==> src/rtl/pipe_stall_ctrl.sv <==
`default_nettype none
// ============================================================================
// Module   : pipe_stall_ctrl
// Brief    : Pipeline stall/flush sequencer with divider handshake watchdog.
//            Optional perf counters enabled by CTRL_PERF_CNT_EN.
// Revision : 1.0 - initial release
// ============================================================================
module pipe_stall_ctrl #(
    parameter int DIV_TIMEOUT = 40,
    parameter int TOCNT_W     = 6
) (
    input  logic        clk,
    input  logic        rst,
    input  logic        stallreq_id_i,
    input  logic        stallreq_ex_i,
    input  logic        div_start_i,
    input  logic        div_ready_i,
    input  logic        flush_req_i,
    input  logic [31:0] handler_addr_i,
    output logic [5:0]  stall_o,
    output logic        div_cancel_o,
    output logic        div_timeout_o,
    output logic        flush_o,
    output logic [31:0] new_pc_o
`ifdef CTRL_PERF_CNT_EN
    ,
    output logic [31:0] stall_cycles_o,
    output logic [31:0] flush_count_o
`endif
);

    typedef enum logic [0:0] {
        S_IDLE     = 1'b0,
        S_DIV_WAIT = 1'b1
    } state_t;

    localparam logic [TOCNT_W-1:0] C_CNT_LAST = TOCNT_W'(DIV_TIMEOUT - 1);
    localparam logic [5:0]         C_STALL_EX = 6'b001111;
    localparam logic [5:0]         C_STALL_ID = 6'b000111;

    state_t             r_state;
    state_t             w_state_nxt;
    logic [TOCNT_W-1:0] r_cnt;
    logic [TOCNT_W-1:0] w_cnt_nxt;
    logic               w_div_pending;
    logic               w_cancel;
    logic               w_timeout;
    logic [5:0]         w_stall;
    logic               r_flush;
    logic [31:0]        r_new_pc;
    logic               r_div_timeout;

    always_ff @(posedge clk) begin
        if (rst) begin
            r_state       <= S_IDLE;
            r_cnt         <= '0;
            r_flush       <= 1'b0;
            r_new_pc      <= '0;
            r_div_timeout <= 1'b0;
        end else begin
            r_state       <= w_state_nxt;
            r_cnt         <= w_cnt_nxt;
            r_flush       <= flush_req_i;
            r_div_timeout <= w_timeout;
            if (flush_req_i) begin
                r_new_pc <= handler_addr_i;
            end
        end
    end

    always_comb begin
        w_state_nxt   = r_state;
        w_cnt_nxt     = '0;
        w_div_pending = 1'b0;
        w_cancel      = 1'b0;
        w_timeout     = 1'b0;
        case (r_state)
            S_IDLE: begin
                w_div_pending = div_start_i;
                if (div_start_i) begin
                    if (flush_req_i) begin
                        w_cancel = 1'b1;
                    end else begin
                        w_state_nxt = S_DIV_WAIT;
                    end
                end
            end
            S_DIV_WAIT: begin
                w_div_pending = ~div_ready_i;
                w_cnt_nxt     = r_cnt + TOCNT_W'(1);
                // Flush outranks a simultaneous ready: the result belongs to a squashed instruction.
                if (flush_req_i) begin
                    w_cancel    = 1'b1;
                    w_state_nxt = S_IDLE;
                    w_cnt_nxt   = '0;
                end else if (div_ready_i) begin
                    w_state_nxt = S_IDLE;
                    w_cnt_nxt   = '0;
                end else if (r_cnt == C_CNT_LAST) begin
                    w_cancel    = 1'b1;
                    w_timeout   = 1'b1;
                    w_state_nxt = S_IDLE;
                    w_cnt_nxt   = '0;
                end
            end
            default: begin
                w_state_nxt = S_IDLE;
            end
        endcase

        w_stall = 6'b000000;
        if (flush_req_i) begin
            w_stall = 6'b000000;
        end else if (w_div_pending || stallreq_ex_i) begin
            w_stall = C_STALL_EX;
        end else if (stallreq_id_i) begin
            w_stall = C_STALL_ID;
        end
    end

    assign stall_o       = rst ? 6'b000000 : w_stall;
    assign div_cancel_o  = w_cancel & ~rst;
    assign div_timeout_o = r_div_timeout;
    assign flush_o       = r_flush;
    assign new_pc_o      = r_new_pc;

`ifdef CTRL_PERF_CNT_EN
    logic [31:0] r_stall_cycles;
    logic [31:0] r_flush_count;

    always_ff @(posedge clk) begin
        if (rst) begin
            r_stall_cycles <= '0;
            r_flush_count  <= '0;
        end else begin
            if (stall_o[0]) begin
                r_stall_cycles <= r_stall_cycles + 32'd1;
            end
            if (r_flush) begin
                r_flush_count <= r_flush_count + 32'd1;
            end
        end
    end

    assign stall_cycles_o = r_stall_cycles;
    assign flush_count_o  = r_flush_count;
`endif

endmodule
`default_nettype wire

==> config.mk <==
export PLATFORM = sky130hd
export DESIGN_NAME = pipe_stall_ctrl
export DESIGN_NICKNAME = d
export VERILOG_FILES = /design/src/rtl/pipe_stall_ctrl.sv
export SDC_FILE = /design/constraint.sdc
export NUM_CORES = 1
export LEC_CHECK = 0
export ABC_AREA = 1
export CAP_MARGIN = 20
export CORE_UTILIZATION = 38
export CTS_CLUSTER_DIAMETER = 150
export DETAILED_ROUTE_END_ITERATION = 16
export PLACE_DENSITY_LB_ADDON = 0.2
export SETUP_SLACK_MARGIN = 0.4
export SYNTH_ARGS = -nofsm -noshare
export SYNTH_HDL_FRONTEND = slang
export SYNTH_SLANG_ARGS = --single-unit
==> constraint.sdc <==
create_clock -name clk -period 1.5 [get_ports clk]
set_input_delay 0.15 -clock clk [delete_from_list [all_inputs] [get_ports clk]]
set_output_delay 0.15 -clock clk [all_outputs]
set_load 0.005 [all_outputs]
* Word level (Yosys, flattened, before mapping)
Cells that the tools add are included.
** Operators by class
- Add/subtract/negate cells :: 1
- Multiply operators :: 0
- Div/mod/pow operators :: 0
- Order comparisons :: 0
- Equality and inequality tests :: 1
- Shifts and indexed selects :: 0
- Mux-type cells :: 17
- Bitwise logic cells :: 4
- Reductions and logical operators :: 3
** Operators with widths (count)
- $mux 1 :: 10
- $mux 4 :: 2
- $add 6x1->6 const B :: 1
- $eq 6x6->1 const B :: 1
- $mux 6 :: 1
- $pmux 1 s2 :: 3
- $reduce_or 5->1 :: 1
- $mux 3 :: 1
- $not 1->1 :: 3
- $reduce_or 3->1 :: 1
- $and 1x1->1 :: 1
- $logic_or 1x1->1 :: 1
** Storage, ports and cells
- Flip-flop bits (word level) :: 41
- Bits in latches :: 0
- Memory bits (writable) :: 0
- Memory bits (read-only) :: 0
- Input bits :: 39
- Memories kept :: 0

* Logic depth before layout (Yosys ltp)
Gate-level depths: netlist (run 1).
- Word-level depth :: 6
- Gate-level depth with buffers :: 6
- Depth with buffers taken out :: 6

* Worst setup path after synthesis (run 1)
Ideal clock, no wire load.
- Kind :: flip-flop to flip-flop
- Start :: register r_cnt[0]
- End :: register r_state
- Arrival :: 979 ps
- Path slack :: 392 ps
- Stages on the path, launching flop included :: 5
- Cell sequence :: dfxtp_1 ha_1 nand3b_1 o21ai_2 o21ai_1
** Between the ends
- Word-level cells in the longest chain between the ends :: 5
** Ends and longest elaborated chain
- start, declared :: RTL line 43 : logic [TOCNT_W-1:0] r_cnt;
- start signal, assigned :: RTL line 62 : r_cnt <= w_cnt_nxt;
- $eq 6x6->1 :: RTL line 99 : end else if (r_cnt == C_CNT_LAST) begin
- $mux 1 :: RTL line 99
- $mux 1 :: RTL line 96 : end else if (div_ready_i) begin
- $mux 1 :: RTL line 92 : if (flush_req_i) begin
- $pmux 1 s2 :: RTL line 77 : case (r_state)
- end signal, assigned :: RTL line 61 : r_state <= w_state_nxt;
- end, declared :: RTL line 41 : state_t r_state;
No other way between the ends.
A chain may end at the register's enable or synchronous reset.

* Final worst setup path (run 1)
- Start :: register r_cnt[1]
- End :: output div_cancel_o
** Between the ends
- Word-level cells in the longest chain between the ends :: 6
** Ends and longest elaborated chain
- $eq 6x6->1 :: RTL line 99
- $mux 1 :: RTL line 99
- $mux 1
- $mux 1 :: RTL line 92
- $pmux 1 s2 :: RTL line 77
- $and 1x1->1 :: RTL line 122 : assign div_cancel_o = w_cancel & ~rst;
- end, declared :: RTL line 21 : output logic div_cancel_o,
No other way between the ends.

==> results.toml, run 1 <==
[status]
status = "finished clean"

[sta]
skew_ns = 0.0101
final-hold-violation-count = 0
rsz0062_at_grt = "true"
slew_viol_final = 0
max_freq_mhz = 685
period_share_pct = 97.3
min_period_ns = 1.46
finalSetupViolations = 0

[final_layout]
fill_cells = 290
drive_gt1_share_pct = 27.8
layout-area-overhead-vs-synth_pct = 69.8
finalNetCount = 266
num_antenna_cells = 0
final_cells = 275
multi_input_area_um2 = 523
seqCellArea_um2 = 846

[synthesis]
synth_area_mm2 = 0.00144
synthCells = 132
yosysSeqAreaShare_pct = 57.0
synth_top_area_share_pct = 57.0
yosysWarnings = 0
ys_seq_elements = 41
avgSynthCellArea_um2 = 10.9
synth_cell_type_count = 20
synthTopCellsByArea = "dfxtp_1 57%, a22o_1 19%, buf_6 4.7%"
yosys.area.top_type = "dfxtp_1"

[setup_path]
required_ns = 1.35
rrSetupSlack_ns = 0.09
slowest_stage = "dfxtp_2"
crit_path_end_kind = "primary output"
worst-setup-path-type = "reg -> out"
worstPathArrival_ns = 1.31
critical_path.max_fanout = 2
cp-start-kind = "flop"
worstPathCellList = "ha_4 -> nand3b_1 -> nor2_2 -> nand3_2 -> nand2_1 -> buf_2"
crit_family = "simple AND/OR/NAND/NOR gates"
cp_num_buf_inv = 1
crit_path_max_incr_delay_ns = 0.35

[placement]
dp.cells = 257
io_buffers = 77
gp_congestion = 0.789
dp_hpwl_mm = 2.49

[global_route]
grt_overflow_total = 0
antenna_found_initial = 0
grt_use_total_pct = 19.4
grt_pass1_vias = 1363
grt_max_degree = 34
grt_pass1_wl_mm = 6.13

[floorplan]
dieArea_mm2 = 0.00404
core_mm2 = 0.00366
die_w_um = 63.6
io_pins = 80
initial_core_util_pct = 39.3
die_h_um = 63.6
rows = 22

[routing]
detail_route.vias_per_cell = 4.77
wl_per_cell_um = 13.5
ant_nets = 0
drc_errors = 0
vias = 1312
drt-total-wl_mm = 3.71
drtIter0Drc = 57
dr.pass1.iters = 4

[pwr]
leakage_nw = 1.14
power.total_mw = 2.16
ir_drop_mv = 0.760
p_per_area_mw_per_mm2 = 884

[clocking]
clk_pin_slew_ns = 0.07
cts_hold_buffers = 0
insertion_delay_ns = 0.29
htreeDepth = 2
cts_buffers = 5
cts_buffer_depth = 2
cts_root_buf = "clkbuf_8"
cts_tree = "built"
clock-sinks = 41

[hold_path]
hp-class = "reg -> reg"

[job]
maxCapViolCount = 0
cell families (layout without fill, tap and decap cells):
kind of cell / Yosys count / count (layout) / synth area share, %
flip-flops: 41 / 41 / 57.0
buffers and inverters: 20 / 114 / 9.38
AO/OA/AOI/OAI: 36 / 36 / 21.3
XOR/XNOR: 3 / 3 / 1.82
AND/OR/NAND/NOR: 30 / 30 / 9.38
adder cells (fa/ha/maj): 1 / 1 / 0.869
other: 1 / 2 / 0.260
final cells by class:
| class | count | share of cell area (%) |
|---|---|---|
| clock buffer | 5 | 2.81 |
| clock inverter | 3 | 0.716 |
| inverter | 10 | 1.54 |
| multi-input combinational | 72 | 21.4 |
| sequential | 41 | 34.6 |
| tap | 48 | 2.46 |
| timing repair buffer | 96 | 36.5 |
Yosys cell counts (all sizes together):
cell type,n
ha,1
inv,10
nand3b,2
xnor2,1
a22o,32
buf,10
conb,1
xor2,2
o21ai,3
o21a,1
nand3,4
dfxtp,41
nor2,11
nand2,13
cell usage in the layout (no fill, tap or decap):
| master | n |
|---|---|
| buf_8 | 1 |
| buf_2 | 4 |
| nand2_4 | 1 |
| o21ai_0 | 1 |
| buf_4 | 11 |
| clkdlybuf4s50_1 | 38 |
| conb_1 | 2 |
| buf_6 | 6 |
| nor2_2 | 2 |
| dfxtp_2 | 17 |
| nand3_1 | 3 |
| clkinv_2 | 2 |
| dfxtp_1 | 23 |
| o21ai_1 | 1 |
| o21ai_4 | 1 |
| a22o_1 | 32 |
| inv_2 | 5 |
| clkbuf_8 | 5 |
| nand3b_1 | 2 |
| xnor2_1 | 1 |
| nand3_2 | 1 |
| dlygate4sd2_1 | 35 |
| inv_1 | 5 |
| buf_12 | 1 |
| dfxtp_4 | 1 |
| clkinvlp_4 | 1 |
| o21a_1 | 1 |
| ha_4 | 1 |
| xor2_1 | 2 |
| nor2_1 | 9 |
| nand2_2 | 3 |
| nand2_1 | 9 |
through the flow:
step                util, %  setup WS [ns]  hold slack [ns]  area, um2  setup TNS, ns
floorplan                 -          0.414            0.289       1450              0
global route           66.8        -0.0355            0.458       2440        -0.0373
CTS                    65.6         0.0364            0.459       2400              0
detailed placement     61.4         -0.156            0.456       2250         -0.662
global placement       61.4         -0.107            0.450       2250         -0.459
finish                 66.8         0.0408            0.459       2440              0
what timing repair did:
| action | in CTS | in global routing |
|---|---|---|
| setup buffers | 10 | 0 |
| endpoints found under the setup margin | 75 | 26 |
| pin swaps | 7 | 8 |
| resized for setup | 75 | 13 |
state kept, by name, indices dropped and copies added, names as in the netlist:
name,count
flush_o,1
new_pc_o,32
r_cnt,6
r_state,1
div_timeout_o,1
path summary, 6_finish.rpt:
check / start / cells after the start / endpoint
worst max register to register: r_cnt[1]$_SDFF_PP0_ / 7 / r_state$_SDFF_PP0_
worst min-delay path: new_pc_o[27]$_SDFFE_PP0P_ / 1 / new_pc_o[27]$_SDFFE_PP0P_
worst max-delay path: r_cnt[1]$_SDFF_PP0_ / 6 / div_cancel_o
worst min register to register: new_pc_o[27]$_SDFFE_PP0P_ / 1 / new_pc_o[27]$_SDFFE_PP0P_
power breakdown:
group          switching [mW]  internal (mW)  leakage (nW)
combinational           0.104          0.198         0.754
sequential             0.0253           1.14         0.344
clock                   0.368          0.321        0.0439
metal layers:
metal  part of all wire [%]  vias up  global-route usage [%]
li1                       -      641                       -
met1                     39      611                    21.5
met2                     52       52                    34.4
met3                    6.4        8                    5.98
met4                    2.6        0                    6.82
met5                      0        -                       0
Note: power is estimated with default switching activity, not from simulation.
==> run 2, diff against run 1 <==
ABC_CLOCK_PERIOD_IN_PS = 1500   (was default)
CTS_CLUSTER_DIAMETER = 100   (was 150)
==> results of run 2 <==
Same layout as run 1: the final DEF is identical, and so are final timing and power.
